File: src/rtl/sram_bank_arb.sv
// sram_bank_arb
// Round-robin arbiter/sequencer sharing one sram bank port among NUM_REQ
// requesters. Writes take the bank for one cycle. Reads take it for two
// cycles: the issue cycle, then a hold cycle in which the bank's rd_data is
// captured. Read data comes back on one valid/ready response channel,
// tagged with the requester index.
//
// Ports
//   clk, rst         clock, asynchronous active-high reset
//   req_vld/req_rdy  per-requester command handshake (req_rdy one-hot or zero)
//   req_wr           per-requester command type, 1=write 0=read
//   req_addr         packed addresses, requester i at [i*ADDR_WIDTH +: ADDR_WIDTH]
//   req_wdata        packed write data, requester i at [i*DATA_WIDTH +: DATA_WIDTH]
//   rsp_vld/rsp_rdy  read response handshake
//   rsp_id/rsp_data  requester index and data of the read response
//   bank_*           command/data pins of the shared sram bank
module sram_bank_arb #(
  parameter int NUM_REQ    = 4,
  parameter int ADDR_WIDTH = 8,
  parameter int DATA_WIDTH = 32,
  localparam int ID_W      = $clog2(NUM_REQ)
) (
  input  logic                           clk,
  input  logic                           rst,
  input  logic [NUM_REQ-1:0]             req_vld,
  output logic [NUM_REQ-1:0]             req_rdy,
  input  logic [NUM_REQ-1:0]             req_wr,
  input  logic [NUM_REQ*ADDR_WIDTH-1:0]  req_addr,
  input  logic [NUM_REQ*DATA_WIDTH-1:0]  req_wdata,
  output logic                           rsp_vld,
  input  logic                           rsp_rdy,
  output logic [ID_W-1:0]                rsp_id,
  output logic [DATA_WIDTH-1:0]          rsp_data,
  output logic [ADDR_WIDTH-1:0]          bank_addr,
  output logic                           bank_wr_cmd_vld,
  output logic [DATA_WIDTH-1:0]          bank_wr_data,
  output logic                           bank_rd_cmd_vld,
  input  logic [DATA_WIDTH-1:0]          bank_rd_data
);

  typedef enum logic {IDLE, RD_HOLD} state_t;

  state_t                 state_reg;
  logic [ID_W-1:0]        rr_ptr_reg;
  logic [ADDR_WIDTH-1:0]  hold_addr_reg;
  logic [ID_W-1:0]        hold_id_reg;
  logic                   rsp_vld_reg;
  logic [ID_W-1:0]        rsp_id_reg;
  logic [DATA_WIDTH-1:0]  rsp_data_reg;

  // Unpacked views of the per-requester command fields.
  logic [ADDR_WIDTH-1:0]  addr_arr  [NUM_REQ];
  logic [DATA_WIDTH-1:0]  wdata_arr [NUM_REQ];

  genvar gi;
  generate
    for (gi = 0; gi < NUM_REQ; gi++) begin : g_unpack
      assign addr_arr[gi]  = req_addr[gi*ADDR_WIDTH +: ADDR_WIDTH];
      assign wdata_arr[gi] = req_wdata[gi*DATA_WIDTH +: DATA_WIDTH];
    end
  endgenerate

  // A read may only be granted when the response register will be free by
  // the time the hold cycle captures into it; writes are never blocked.
  logic               rsp_busy;
  logic [NUM_REQ-1:0] eligible;

  assign rsp_busy = rsp_vld_reg & ~rsp_rdy;
  assign eligible = req_vld & ~(~req_wr & {NUM_REQ{rsp_busy}});

  // Round-robin search: scanning from the farthest offset down to offset 0
  // leaves the first eligible index at or after rr_ptr as the winner.
  logic            grant_vld;
  logic [ID_W-1:0] winner;
  int              scan_idx;

  always_comb begin
    grant_vld = 1'b0;
    winner    = '0;
    scan_idx  = 0;
    for (int k = NUM_REQ - 1; k >= 0; k--) begin
      scan_idx = (int'(rr_ptr_reg) + k) % NUM_REQ;
      if (eligible[scan_idx[ID_W-1:0]]) begin
        grant_vld = 1'b1;
        winner    = scan_idx[ID_W-1:0];
      end
    end
  end

  // Grants only happen in IDLE and never while reset is held, so every
  // combinational output is forced to zero during reset.
  logic grant_en;
  logic winner_wr;
  logic [ID_W-1:0] next_ptr;

  assign grant_en  = grant_vld & (state_reg == IDLE) & ~rst;
  assign winner_wr = req_wr[winner];
  assign next_ptr  = (int'(winner) == NUM_REQ - 1) ? '0 : winner + 1'b1;

  always_comb begin
    req_rdy = '0;
    if (grant_en) begin
      req_rdy[winner] = 1'b1;
    end
  end

  always_comb begin
    bank_addr       = '0;
    bank_wr_cmd_vld = 1'b0;
    bank_wr_data    = '0;
    bank_rd_cmd_vld = 1'b0;
    if (!rst) begin
      if (state_reg == RD_HOLD) begin
        // Keep the read command and address on the pins so rd_data stays valid.
        bank_rd_cmd_vld = 1'b1;
        bank_addr       = hold_addr_reg;
      end else if (grant_en) begin
        bank_addr = addr_arr[winner];
        if (winner_wr) begin
          bank_wr_cmd_vld = 1'b1;
          bank_wr_data    = wdata_arr[winner];
        end else begin
          bank_rd_cmd_vld = 1'b1;
        end
      end
    end
  end

  always_ff @(posedge clk or posedge rst) begin
    if (rst) begin
      state_reg     <= IDLE;
      rr_ptr_reg    <= '0;
      hold_addr_reg <= '0;
      hold_id_reg   <= '0;
      rsp_vld_reg   <= 1'b0;
      rsp_id_reg    <= '0;
      rsp_data_reg  <= '0;
    end else begin
      case (state_reg)
        IDLE: begin
          if (grant_en) begin
            rr_ptr_reg <= next_ptr;
            if (!winner_wr) begin
              hold_addr_reg <= addr_arr[winner];
              hold_id_reg   <= winner;
              state_reg     <= RD_HOLD;
            end
          end
        end
        RD_HOLD: begin
          state_reg <= IDLE;
        end
        default: begin
          state_reg <= IDLE;
        end
      endcase

      // Capture in the hold cycle takes priority over a completing handshake.
      if (state_reg == RD_HOLD) begin
        rsp_vld_reg  <= 1'b1;
        rsp_id_reg   <= hold_id_reg;
        rsp_data_reg <= bank_rd_data;
      end else if (rsp_vld_reg && rsp_rdy) begin
        rsp_vld_reg <= 1'b0;
      end
    end
  end

  assign rsp_vld  = rsp_vld_reg;
  assign rsp_id   = rsp_id_reg;
  assign rsp_data = rsp_data_reg;

endmodule

File: config.mk
export PLATFORM = sky130hd
export DESIGN_NAME = sram_bank_arb
export DESIGN_NICKNAME = d
export VERILOG_FILES = /design/src/rtl/sram_bank_arb.sv
export SDC_FILE = /design/constraint.sdc
export NUM_CORES = 1
export LEC_CHECK = 0
export ABC_AREA = 1
export BUFFER_PORTS_ARGS = -buffer_cell sky130_fd_sc_hd__buf_2
export CORE_AREA = 4 4 108 110
export CTS_CLUSTER_DIAMETER = 120
export CTS_CLUSTER_SIZE = 10
export DETAILED_ROUTE_END_ITERATION = 10
export DIE_AREA = 0 0 112 114
export PLACE_DENSITY = 0.78
export SLEW_MARGIN = 20
export SYNTH_ARGS = -nofsm -noshare
export SYNTH_HDL_FRONTEND = slang
export SYNTH_SLANG_ARGS = --single-unit
File: constraint.sdc
create_clock -name clk -period 3.7 [get_ports clk]
set_input_delay 0.74 -clock clk [delete_from_list [all_inputs] [get_ports clk]]
set_output_delay 0.74 -clock clk [all_outputs]
set_load 0.01 [all_outputs]
-- Yosys cells after proc, flatten, opt, wreduce, memory -nomap -nowiden
Index checks and enable logic that the tools add are counted.
Widths: inputs -> output; s select.
- word-level logic and storage cells: 82
- output and inout port bits: 81
- register bits after elaboration: 48
- bitwise gates (word level): 12
- equal/unequal tests: 1
- mux-type cells: 46
- order comparisons: 7
- $add $sub $neg: 4
- reduce and logical (&&, ||, !) cells: 5
- operators with widths (operator ; count):
    $mux 32 ; 6
    $bmux 32 s2 ; 1
    $mux 8 ; 5
    $mux 1 ; 20
    $bmux 8 s2 ; 1
    $lt 2x3->1 const B ; 5
    $bmux 1 s2 ; 5
    $mux 2 ; 5
    $and 4x4->4 ; 2
    $not 4->4 ; 2
    $add 2x1->2 const B ; 2
    $add 2x2->2 const B ; 2
    $mux 4 ; 1
    $not 1->1 ; 4
    $and 1x1->1 ; 3
    $ge 3x3->1 const B ; 1
    $not 2->3 ; 1
    $reduce_and 3->1 ; 1
    $demux 1 s2 ; 1
    $eq 2x1->1 const B ; 1
    $ge 2x1->1 const B ; 1
    $logic_and 1x1->1 ; 2
    $pmux 1 s2 ; 1
    $reduce_and 2->1 ; 1
    $reduce_bool 2->1 ; 1

-- Logic depth before layout (Yosys ltp)
Gate-level depths: netlist of the first run.
- depth after elaboration: 19
- depth in mapped cells: 18
- depth with buffers taken out: 16

-- Worst setup path before layout of the first run
No wires, ideal clock.
- path kind: input to output
- start: input rst
- end: output bank_addr[0]
- path buffers: 0
- data arrival time: 2.313 ns
- stages on the path: 3
- setup slack: 0.647 ns
- cell sequence: clkinv_1 > nand3_1 > nand2_1
- longest elaborated chain between the ends: 5
- RTL lines (element ; line ; text):
    from (decl) ; 24 ; input logic rst,
    $not 1->1 ; 96 ; assign grant_en = grant_vld & (state_reg == IDLE) & ~rst;
    $and 1x1->1 ; 96 ;
    $mux 8 ; 117 ; end else if (grant_en) begin
    $mux 8 ; 113 ; if (state_reg == RD_HOLD) begin
    $mux 8 (*) ; 112 ; if (!rst) begin
    to (decl) ; 34 ; output logic [ADDR_WIDTH-1:0] bank_addr,
Mark *: on every way between the ends. The rest lies on a longest branch, timed or not.

-- Final worst setup path of the first run
- start: input rsp_rdy
- end: output bank_wr_data[15]
- longest elaborated chain between the ends: 19
- elaborated cells between the ends (all ways): 33
- RTL lines (element ; line ; text):
    from (decl) ; 31 ; input logic rsp_rdy,
    $not 1->1 (*) ; 68 ; assign rsp_busy = rsp_vld_reg & ~rsp_rdy;
    $and 1x1->1 (*) ; 68 ;
    $and 4x4->4 (*) ; 69 ; assign eligible = req_vld & ~(~req_wr & {NUM_REQ{rsp_busy}});
    $not 4->4 (*) ; 69 ;
    $and 4x4->4 (*) ; 69 ;
    $bmux 1 s2 ; 83 ; if (eligible[scan_idx[ID_W-1:0]]) begin
    $mux 1 (not written as such) ; 83 ;
    $mux 2 (4 in a row) ; 83 ;
    $not 2->3 (not written as such) ; 121 ; bank_wr_data = wdata_arr[winner];
    $bmux 32 s2 ; 121 ;
    $mux 32 (not written as such) (2 in a row) ; 121 ;
    $mux 32 ; 119 ; if (winner_wr) begin
    $mux 32 (*) ; 117 ;
    $mux 32 (*) ; 113 ;
    $mux 32 (*) ; 112 ;
    to (decl) ; 36 ; output logic [DATA_WIDTH-1:0] bank_wr_data,
Mark *: on every way between the ends. The rest lies on a longest branch, timed or not. The select of a mux whose other input is x is not followed.

==> results of run 1 <==
-- placed cells by master, fill, tap and decap left out --
master,count
sky130_fd_sc_hd__a21oi_1,3
sky130_fd_sc_hd__a21oi_2,29
sky130_fd_sc_hd__buf_12,5
sky130_fd_sc_hd__buf_2,283
sky130_fd_sc_hd__buf_4,12
sky130_fd_sc_hd__clkbuf_8,5
sky130_fd_sc_hd__clkinv_2,1
sky130_fd_sc_hd__clkinvlp_4,1
sky130_fd_sc_hd__dfrtp_1,48
sky130_fd_sc_hd__diode_2,3
sky130_fd_sc_hd__ha_1,4
sky130_fd_sc_hd__inv_1,113
sky130_fd_sc_hd__inv_2,5
sky130_fd_sc_hd__nand2_1,380
sky130_fd_sc_hd__nand2_2,4
sky130_fd_sc_hd__nand2_4,1
sky130_fd_sc_hd__nand3_1,102
sky130_fd_sc_hd__nand3_2,4
sky130_fd_sc_hd__nand3_4,1
sky130_fd_sc_hd__nor2_1,8
sky130_fd_sc_hd__o21ai_0,3
sky130_fd_sc_hd__xor2_1,1
-- kinds of logic (layout without fill, tap and decap cells) --
group | Yosys count | in the layout | synth area share
buffers and inverters | 161 | 425 | 0.172
adder cells (fa/ha/maj) | 4 | 4 | 0.0115
XOR/XNOR | 1 | 1 | 0.00201
flip-flops | 48 | 48 | 0.276
other | 0 | 3 | 0
AO/OA/AOI/OAI | 35 | 35 | 0.0652
AND/OR/NAND/NOR | 500 | 500 | 0.473
-- worst min-delay path, stage by stage (launching register included) --
cell and delay, ns:
sky130_fd_sc_hd__dfrtp_1 0.34, sky130_fd_sc_hd__nand2_1 0.05, sky130_fd_sc_hd__nand2_1 0.05
-- power by group through the flow --
| stage | Combinational, W | Sequential [W] | Clock [W] |
|---|---|---|---|
| final | 0.00485 | 0.000925 | 0.000293 |
| after global routing | 0.00545 | 0.000957 | 0.000327 |
| after CTS | 0.00489 | 0.000925 | 0.000304 |
| after detailed placement | 0.00489 | 0.000927 | 0 |
| after global placement | 0.00486 | 0.000927 | 0 |
| after floorplan | 0.00354 | 0.000996 | 0 |
-- metrics by stage --
step / total power, W / area (µm²) / hold WS, ns / worst slack, ns
CTS: 0.00612 / 5910 / 0.475 / 0.276
global route: 0.00674 / 5920 / 0.492 / 0.0212
floorplan: 0.00454 / 4350 / 0.442 / 0.647
detailed placement: 0.00581 / 5830 / 0.454 / 0.272
finish: 0.00607 / 5920 / 0.469 / 0.287
global placement: 0.00579 / 5830 / 0.449 / 0.357
-- cell type report --
type	instances	area [µm²]
fillers	1092	4780
multi-input cells	540	2400
repair buffers	300	1610
flip-flops and latches	48	1200
inverters	118	443
well taps	140	175
clock buffers	5	68.8
clock inverters	2	12.5
diodes	3	7.51
-- how the worst max path moves through the flow --
stage	startpoint	end	cells past startpoint	slack, ns
3_3_place_gp	rsp_rdy	bank_wr_data[14]	16	0.36
6_report	rsp_rdy	bank_wr_data[15]	16	0.29
2_1_floorplan	rst	bank_addr[0]	3	0.65
4_1_cts	rsp_rdy	bank_wr_data[15]	16	0.28
3_5_place_dp	rsp_rdy	bank_wr_data[15]	16	0.27
5_1_grt	rsp_rdy	bank_wr_data[12]	16	0.02
-- metal layers --
metal,part of all wire,wire (µm)
met2,0.49,7320
met3,0.079,1180
met4,0.022,328
met1,0.41,6120
met5,0,0
==> Flow_metrics.wiki, run 1 <==
{| class="wikitable"
! Metric !! Value
|-
| Final Non-Filler Cells || 1,156
|-
| Fraction of final layout cells sized beyond drive strength 1 || 0.346
|-
| Buf+Inv Stages, Crit Path || 5
|-
| Worst path max stage delay || 0.23 ns
|-
| Count of flip-flops with a built-in enable after synthesis || 0
|-
| Internal power || 0.00261 W
|-
| Switching part of the total || 0.570
|-
| Worst flop-to-flop path startpoint || rr_ptr_reg[0]
|-
| Combinational power share || 0.799
|-
| Time the final worst path needs with I/O delays and setup || 3.41 ns
|-
| Post-layout nets || 1,220
|-
| Vias in the first global route || 4,797
|-
| CP max-delay cell || sky130_fd_sc_hd__buf_4
|-
| Dpl cells || 1,146
|-
| Worst Path Max Fanout || 9
|-
| Worst hold path cell count || 2
|-
| Ratio of total power to cell area || 1030 nW/µm²
|-
| Tightest Pin Transition || 0.451 ns
|-
| Kind of end point of the critical path || primary output
|-
| Mean instance size in the synthesized netlist || 5.81 µm²
|-
| Synthesized netlist net count || 956
|-
| Clock tree from TritonCTS || yes
|-
| IO Pins || 284
|-
| GP Congestion || 0.940
|-
| Leading cell types by total area after synthesis || sky130_fd_sc_hd__nand2_1 (33%), sky130_fd_sc_hd__dfrtp_1 (28%), sky130_fd_sc_hd__nand3_1 (12%), sky130_fd_sc_hd__inv_1 (9.7%), sky130_fd_sc_hd__a21oi_2 (5.8%)
|-
| Post-CTS setup repair buffer count || 0
|-
| Total congestion overflow || 0
|-
| PortBufs || 283
|-
| Number of antenna violations at the first check in global routing || 3
|-
| CTS Root Cell || sky130_fd_sc_hd__clkbuf_8
|-
| Die Span Y || 114 µm
|-
| Required time at the worst-slack endpoint || 2.96 ns
|-
| Post-synthesis cell type count || 21
|-
| Vias post-DR || 5,354
|-
| Type of the tightest min-delay check || reg2reg
|-
| Pin count of the biggest net entering global routing || 61
|-
| Post-cts repair resize count || 0
|-
| Share of power burned in registers || 0.152
|-
| Placeable Area || 10,700 µm²
|-
| Hold worst-path end || rsp_data[14]
|-
| Netlist Area Pre-Place || 4350 µm²
|-
| Critical path's top delay family || simple AND/OR/NAND/NOR gates
|-
| Yosys top cell by area || sky130_fd_sc_hd__nand2_1
|-
| Max capacitance violation total || 0
|-
| Rel. slew slack || 0.699
|-
| Post-Route Utilization || 0.553
|-
| Number of pins with negative max-slew slack in the final report || 0
|-
| All-layer global routing usage || 0.222
|-
| Max Freq || 293 MHz
|-
| Min-Delay Startpoint || rsp_data[14]
|-
| Asr flop ratio synth || 1.00
|-
| Crit share post-route || 0.922
|-
| Floorplan die area || 12,800 µm²
|-
| # hold bufs at CTS || 0
|-
| Clock sink count || 48
|-
| HPWL reported at the end of detailed placement || 11.8 mm
|-
| Number of detailed-route iterations in the first pass || 5
|-
| DRC violation count after routing || 0
|-
| Share of the yosys chip area belonging to registers || 0.276
|-
| Status || finished clean
|-
| Number of setup violations in the final report || 0
|-
| Gate count of the mapped netlist || 749
|-
| TritonCTS Buffers || 5
|-
| Clock insertion delay at the later pin of the skew report || 0.29 ns
|-
| CTS clock-pin slew for the worst setup and hold paths || 0.08 ns
|-
| Global routing usage on met3 || 0.0462
|-
| Final hold violations || 0
|-
| Final-layout setup total negative slack || 0 ns
|-
| Wire length of the first global-routing pass || 23.4 mm
|-
| Most used flip-flop cell after synthesis || sky130_fd_sc_hd__dfrtp_1
|-
| Yosys top cell area share || 0.328
|-
| CP startpoint kind || input pin
|-
| Buffer levels on the longest clock path || 2
|-
| First-iteration detailed-routing DRC count || 551
|-
| Cells along the critical path || buf_2 > inv_1 > nand3_1 > nand3_1 > nand2_1 > nand2_1 > nand2_1 > inv_1 > nand3_2 > nand2_4 > nand2_1 > nand3_1 > nand3_4 > buf_4 > a21oi_2 > buf_2
|-
| Worst flop-to-flop path endpoint || hold_addr_reg[1]
|-
| Detail Route Antenna Nets || 0
|-
| Largest clock skew in the final design || 0.00766 ns
|-
| Critical path class || in2out
|-
| WP data arrival || 2.67 ns
|-
| Met2 layer usage reported by global route || 0.382
|-
| Part of the total power dissipated in the clock network || 0.048
|-
| Layout overhead on the synthesized area || 36.0%
|-
| Cell types with the highest counts after synthesis || sky130_fd_sc_hd__nand2_1 (380), sky130_fd_sc_hd__inv_1 (113), sky130_fd_sc_hd__nand3_1 (102), sky130_fd_sc_hd__dfrtp_1 (48), sky130_fd_sc_hd__a21oi_2 (29)
|-
| # rows || 38
|-
| Met1 usage || 0.280
|-
| Slack of the worst reg-to-reg path || 1.35 ns
|-
| RSZ-0062 raised after global routing || no
|-
| Starting utilization of the core area || 0.407
|-
| Most used cell, CP || sky130_fd_sc_hd__nand2_1
|-
| Static power due to leakage || 3.91 nW
|-
| Worst-case vdd ir drop || 0.704 mV
|-
| Width of the die || 112 µm
|-
| Synth warnings || 0
|-
| Busiest layer in global routing || met2
|-
| FF-to-FF path depth || 15
|-
| Post-detailed-route via-to-cell ratio || 4.63
|-
| Flip-flop count of the largest register after layout || 32
|-
| Routed wire length || 14.9 mm
|-
| Switching power of the nets || 0.00346 W
|-
| Number of flip-flops and latches in the synthesized netlist || 48
|-
| Library cell with the highest instance count after synthesis || sky130_fd_sc_hd__nand2_1
|-
| Wire length per cell || 12.9 µm
|-
| Number of H-tree levels || 2
|}
Note: power is estimated with default switching activity, not from simulation.
==> run 2: changes to the inputs <==
- CORE_AREA: 4 4 108 110 -> default
- CORE_MARGIN: default -> 4
- CORE_UTILIZATION: default -> 39
- DIE_AREA: 0 0 112 114 -> default
- clock period: 3.7 -> 2.89 ns (I/O delays scaled with it)
==> run 2 against run 1 <==
  * The flow now finishes with violations (negative setup slack)
  * Clock power up 40%
  * Sequential power rose by 29%
  * Cell count grew 2.5%
  * Power up 57%
==> Flow_metrics.wiki, run 2 (synthesis gave the netlist of run 1 again) <==
{| class="wikitable"
! Metric !! Value
|-
| Status || finished with violations
|-
| Violated checks || negative setup slack
|-
| Time the final worst path needs with I/O delays and setup || 2.96 ns
|-
| Post-Route Utilization || 0.600
|-
| Required time at the worst-slack endpoint || 2.31 ns
|-
| Routed wire length || 16.1 mm
|-
| Worst flop-to-flop path endpoint || hold_addr_reg[7]
|-
| IO Pins || 284
|-
| CTS clock-pin slew for the worst setup and hold paths || 0.09 ns
|-
| Combined area of the multi-input logic cells || 2570 µm²
|-
| Tightest Pin Transition || 0.451 ns
|-
| Count of fill cells added during filler insertion || 1,052
|-
| HPWL reported at the end of detailed placement || 12.0 mm
|-
| # rows || 38
|-
| Vias post-DR || 5,527
|-
| Wire length of the first global-routing pass || 24.0 mm
|-
| Worst Setup SP || rr_ptr_reg[0]
|-
| Detail Route Antenna Nets || 0
|-
| Fin worst setup slack || -0.0717 ns
|-
| Dpl cells || 1,162
|-
| Antenna cells || 0
|-
| Layout overhead on the synthesized area || 50.1%
|-
| PortBufs || 283
|-
| Die Span Y || 114 µm
|-
| Max capacitance violation total || 0
|-
| Clock tree from TritonCTS || yes
|-
| Final hold violations || 0
|-
| Fraction of final layout cells sized beyond drive strength 1 || 0.403
|-
| Largest clock skew in the final design || 0.00638 ns
|-
| Starting utilization of the core area || 0.400
|-
| Final-layout setup total negative slack || -1.64 ns
|-
| Total Power || 0.00951 W
|-
| Most frequent standard cell in the layout excluding fill and tap cells || sky130_fd_sc_hd__nand2_1
|-
| Worst Path Max Fanout || 8
|-
| Placeable Area || 10,900 µm²
|-
| Buffer levels on the longest clock path || 2
|-
| # hold bufs at CTS || 0
|-
| Clock sink count || 48
|-
| Ratio of total power to cell area || 1460 nW/µm²
|-
| Final Non-Filler Cells || 1,185
|-
| Number of H-tree levels || 2
|-
| Crit share post-route || 1.02
|-
| First-iteration detailed-routing DRC count || 378
|-
| Width of the die || 114 µm
|-
| Number of detailed-route iterations in the first pass || 6
|-
| Critical path class || reg2out
|-
| Floorplan die area || 12,900 µm²
|-
| Clock insertion delay at the later pin of the skew report || 0.30 ns
|-
| Number of antenna violations at the first check in global routing || 0
|-
| Post-layout nets || 1,251
|-
| Flip-flop count of the largest register after layout || 32
|-
| Setup WS pre-CTS || -0.121 ns
|-
| Type of the tightest min-delay check || in2async
|-
| Number of pins with negative max-slew slack in the final report || 0
|-
| Commonest cells after routing, fill and taps aside || sky130_fd_sc_hd__nand2_1 (361), sky130_fd_sc_hd__buf_2 (279), sky130_fd_sc_hd__inv_1 (110)
|-
| CTS Root Cell || sky130_fd_sc_hd__clkbuf_8
|-
| End point of the critical path || bank_wr_data[7]
|-
| Vias in the first global route || 4,929
|-
| Max Freq || 338 MHz
|-
| Static power due to leakage || 4.18 nW
|-
| Wire length per cell || 13.6 µm
|-
| GP Congestion || 0.971
|-
| Slack of the worst reg-to-reg path || 0.59 ns
|-
| All-layer global routing usage || 0.225
|-
| WP data arrival || 2.38 ns
|-
| Rel. slew slack || 0.699
|-
| Post-detailed-route via-to-cell ratio || 4.66
|-
| Worst flop-to-flop path startpoint || rr_ptr_reg[0]
|-
| DRC violation count after routing || 0
|-
| Number of setup violations in the final report || 36
|-
| RSZ-0062 raised after global routing || yes
|-
| Worst-case vdd ir drop || 0.934 mV
|-
| CP startpoint kind || register
|-
| Kind of end point of the critical path || primary output
|-
| TritonCTS Buffers || 5
|-
| Pin count of the biggest net entering global routing || 45
|-
| FF-to-FF path depth || 18
|-
| Total congestion overflow || 0
|-
| Area taken by flip-flops and latches || 1200 µm²
|}
[run 2: worst max-delay path: stages (launching register included)]
cell and delay (ns):
sky130_fd_sc_hd__dfrtp_2 0.48, sky130_fd_sc_hd__xor2_2 0.17, sky130_fd_sc_hd__buf_4 0.14, sky130_fd_sc_hd__nand2_2 0.06, sky130_fd_sc_hd__nand2_1 0.05, sky130_fd_sc_hd__inv_1 0.06, sky130_fd_sc_hd__nand2_2 0.08, sky130_fd_sc_hd__nand2_2 0.08
sky130_fd_sc_hd__nand2_4 0.08, sky130_fd_sc_hd__nand2_8 0.11, sky130_fd_sc_hd__nand2_4 0.06, sky130_fd_sc_hd__nand3_4 0.09, sky130_fd_sc_hd__nand3_4 0.15, sky130_fd_sc_hd__clkbuf_16 0.22, sky130_fd_sc_hd__a21oi_2 0.11, sky130_fd_sc_hd__buf_2 0.14
[run 2: stage by stage]
| step | cell area, µm² | hold slack (ns) |
|---|---|---|
| floorplan | 4350 | 0.442 |
| global placement | 5960 | 0.449 |
| detailed placement | 5960 | 0.453 |
| CTS | 6170 | 0.307 |
| global route | 6530 | 0.342 |
| finish | 6530 | 0.304 |
[run 2: layer usage]
layer | vias up | track usage | share of wire
met3 | 23 | 0.0313 | 0.075
li1 | 2828 | - | -
met1 | 2457 | 0.301 | 0.43
met4 | 0 | 0.0473 | 0.017
met2 | 219 | 0.387 | 0.48
met5 | - | 0 | 0
[run 2: layout make-up]
| cell class | count | area share |
|---|---|---|
| multi-input cells | 540 | 0.394 |
| repair buffers | 331 | 0.311 |
| flip-flops and latches | 48 | 0.184 |
| inverters | 118 | 0.0693 |
| well taps | 140 | 0.0268 |
| clock buffers | 7 | 0.0132 |
| clock inverters | 1 | 0.00115 |
[run 2: how the worst min path moves through the flow]
stage | startpoint | endpoint | slack (ns) | cells after the start
after detailed placement | rsp_data[28] | rsp_data[28] | 0.45 | 2
after global routing | rst | hold_addr_reg[2] | 0.34 | 2
after floorplan | hold_id_reg[0] | hold_id_reg[0] | 0.44 | 2
final | rst | rsp_data[0] | 0.30 | 2
after CTS | rst | rsp_data[0] | 0.31 | 2
after global placement | rsp_data[16] | rsp_data[16] | 0.45 | 2
[run 2: what timing repair did]
| action | in CTS | in global routing |
|---|---|---|
| buffers inserted | 2 | 6 |
| gates cloned | 1 | 6 |
| pin swaps | 7 | 15 |
| gates resized for setup | 24 | 47 |
| setup endpoints to repair | 46 | 46 |
[run 2: power breakdown]
group	internal (W)	switching, W	total [W]
combinational	0.00332	0.00459	0.00791
sequential	0.00100	0.000191	0.00119
clock	0.000195	0.000215	0.000409
total	0.00451	0.00500	0.00951
==> run 3: changes to the inputs <==
- CELL_PAD_IN_SITES_DETAIL_PLACEMENT: default -> 0
- CELL_PAD_IN_SITES_GLOBAL_PLACEMENT: default -> 2
- CORE_UTILIZATION: 39 -> 18
- CTS_BUF_LIST: default -> sky130_fd_sc_hd__clkbuf_8
- PLACE_DENSITY: 0.78 -> default
- PLACE_DENSITY_LB_ADDON: default -> 0.1
==> run 3 against run 2 <==
  * The flow still finishes with violations (negative setup slack)
  * Via count is 0.49% higher
  * Die area is 110% higher
  * Register-to-register slack worse by 0.09 ns
  * Largest cell class unchanged
==> Flow_metrics.wiki, run 3 (synthesis gave the netlist of run 1 again) <==
{| class="wikitable"
! Metric !! Value
|-
| PortBufs || 283
|-
| HPWL reported at the end of detailed placement || 15.6 mm
|-
| CTS clock-pin slew for the worst setup and hold paths || 0.10 ns
|-
| Largest clock skew in the final design || 0.0138 ns
|-
| Met3 routed wirelength || 1.07 mm
|-
| Wire length of the first global-routing pass || 31.0 mm
|-
| Clock insertion delay at the later pin of the skew report || 0.30 ns
|-
| Number of antenna violations at the first check in global routing || 2
|-
| Violated checks || negative setup slack
|-
| IO Pins || 284
|-
| DRC violation count after routing || 0
|-
| Worst Path Max Fanout || 7
|-
| CTS Root Cell || sky130_fd_sc_hd__clkbuf_8
|-
| Placeable Area || 23,600 µm²
|-
| Most frequent standard cell in the layout excluding fill and tap cells || sky130_fd_sc_hd__nand2_1
|-
| Met2 routed wirelength || 10.1 mm
|-
| WP data arrival || 2.46 ns
|-
| CP startpoint kind || register
|-
| Type of the tightest min-delay check || in2async
|-
| CP max-delay cell || sky130_fd_sc_hd__dfrtp_2
|-
| GP Congestion || 0.783
|-
| Wire length per cell || 14.9 µm
|-
| Width of the die || 164 µm
|-
| # rows || 56
|-
| Kind of end point of the critical path || primary output
|-
| Static power due to leakage || 4.48 nW
|-
| Final hold violations || 0
|-
| Met1 WL || 9.76 mm
|-
| Rel. slew slack || 0.696
|-
| Uppermost routed layer || met4
|-
| First-iteration detailed-routing DRC count || 282
|-
| Count of fill cells added during filler insertion || 2,729
|-
| Flip-flop count of the largest register after layout || 32
|-
| Detail Route Antenna Nets || 0
|-
| Slack of the worst reg-to-reg path || 0.50 ns
|-
| Critical path class || reg2out
|-
| Max capacitance violation total || 0
|-
| Ratio of total power to cell area || 1530 nW/µm²
|-
| Time the final worst path needs with I/O delays and setup || 3.04 ns
|-
| Layout overhead on the synthesized area || 70.5%
|-
| Setup WS pre-CTS || -0.164 ns
|-
| FF-to-FF path depth || 19
|-
| TritonCTS Buffers || 5
|-
| Clock sink count || 48
|-
| All-layer global routing usage || 0.146
|-
| Worst flop-to-flop path endpoint || hold_addr_reg[7]
|-
| Floorplan die area || 26,700 µm²
|-
| Status || finished with violations
|-
| Post-layout nets || 1,294
|-
| Dpl cells || 1,369
|-
| Post-detailed-route via-to-cell ratio || 3.94
|-
| Worst flop-to-flop path startpoint || rr_ptr_reg[0]
|-
| Post-Route Utilization || 0.314
|-
| Tightest Pin Transition || 0.456 ns
|-
| Clock tree from TritonCTS || yes
|-
| Max Freq || 329 MHz
|-
| Worst-case vdd ir drop || 0.674 mV
|-
| Fraction of final layout cells sized beyond drive strength 1 || 0.442
|-
| Cells along the critical path || inv_4 > nand3_2 > nand2_2 > nand2_2 > buf_6 > nand3_2 > nand3_1 > nand2_2 > nand2_4 > buf_6 > nand3_4 > nand3_4 > buf_12 > a21oi_4 > buf_6
|-
| Final Non-Filler Cells || 1,411
|-
| Commonest cells after routing, fill and taps aside || sky130_fd_sc_hd__nand2_1 (357), sky130_fd_sc_hd__buf_2 (270), sky130_fd_sc_hd__inv_1 (108)
|-
| Vias in the first global route || 5,537
|-
| Worst path max stage delay || 0.51 ns
|-
| Vias post-DR || 5,554
|-
| Starting utilization of the core area || 0.184
|-
| Number of setup violations in the final report || 42
|-
| Die Span Y || 164 µm
|-
| Number of pins with negative max-slew slack in the final report || 0
|-
| Fin worst setup slack || -0.153 ns
|-
| Buffer levels on the longest clock path || 2
|-
| Routed wire length || 21.1 mm
|-
| # hold bufs at CTS || 0
|-
| Required time at the worst-slack endpoint || 2.31 ns
|-
| Number of H-tree levels || 2
|-
| Worst hold-check slack || 0.290 ns
|-
| Crit share post-route || 1.05
|-
| Total congestion overflow || 0
|-
| Pin count of the biggest net entering global routing || 43
|-
| RSZ-0062 raised after global routing || yes
|-
| Number of detailed-route iterations in the first pass || 4
|}
==> run 3: cell types whose count changed in the layout (fill, tap and decap cells not counted), sizes merged <==
cell,before,now
clkbuf,11,10
buf,327,369
bufinv,0,2
diode,0,4
==> run 3: final cells by class <==
type                    count  area, µm²  share of cell area
multi-input cells         540       2700               0.363
repair buffers            374       2510               0.338
flip-flops and latches     48       1200               0.162
inverters                 118        464              0.0625
well taps                 319        399              0.0538
clock buffers               5       68.8             0.00927
clock inverters             3       68.8             0.00927
diodes                      4       10.0             0.00135
==> run 3: critical path, delay by kind of cell, from the launching register on <==
family          cells  cell delay, ns
flops               1            0.51
compound gates      1            0.13
buf+inv             5            0.70
simple gates        9            0.80
==> run 3: per-stage QoR <==
step                power [W]  setup TNS (ns)  cell area, µm²
finish                 0.0113           -4.91            7420
global route           0.0125          -14.27            7420
CTS                    0.0103           -6.08            6930
detailed placement    0.00878           -4.67            6450
global placement      0.00884           -4.52            6450
floorplan             0.00581               0            4350
==> run 3: how the worst max path moves through the flow <==
| stage | startpoint | endpoint | slack, ns | cells past startpoint |
|---|---|---|---|---|
| global route | rr_ptr_reg[0] | bank_wr_data[4] | -0.36 | 15 |
| floorplan | rst | bank_addr[0] | 0.16 | 3 |
| CTS | rr_ptr_reg[0] | bank_wr_data[8] | -0.18 | 15 |
| global placement | rsp_rdy | bank_wr_data[12] | -0.18 | 17 |
| detailed placement | rsp_rdy | bank_wr_data[12] | -0.16 | 17 |
| finish | rr_ptr_reg[0] | bank_wr_data[12] | -0.15 | 15 |
==> run 3: power by group <==
group	total, W	leakage (nW)	switching, W	internal [W]
sequential	0.00119	0.594	0.000194	0.000997
clock	0.000597	0.0688	0.000248	0.000349
combinational	0.00954	3.82	0.00528	0.00426
total	0.0113	4.48	0.00572	0.00560
==> run 3: repair_timing <==
item                       CTS  global route
setup buffers               12            11
pin swaps                   14            22
setup endpoints to repair   46            46
gates resized for setup     49            62
cloned                       3             5
==> run 3: routing by layer <==
metal | global-route usage | vias up
li1 | - | 2927
met1 | 0.196 | 2467
met2 | 0.256 | 154
met3 | 0.0235 | 6
met4 | 0.0126 | 0
met5 | 0 | -
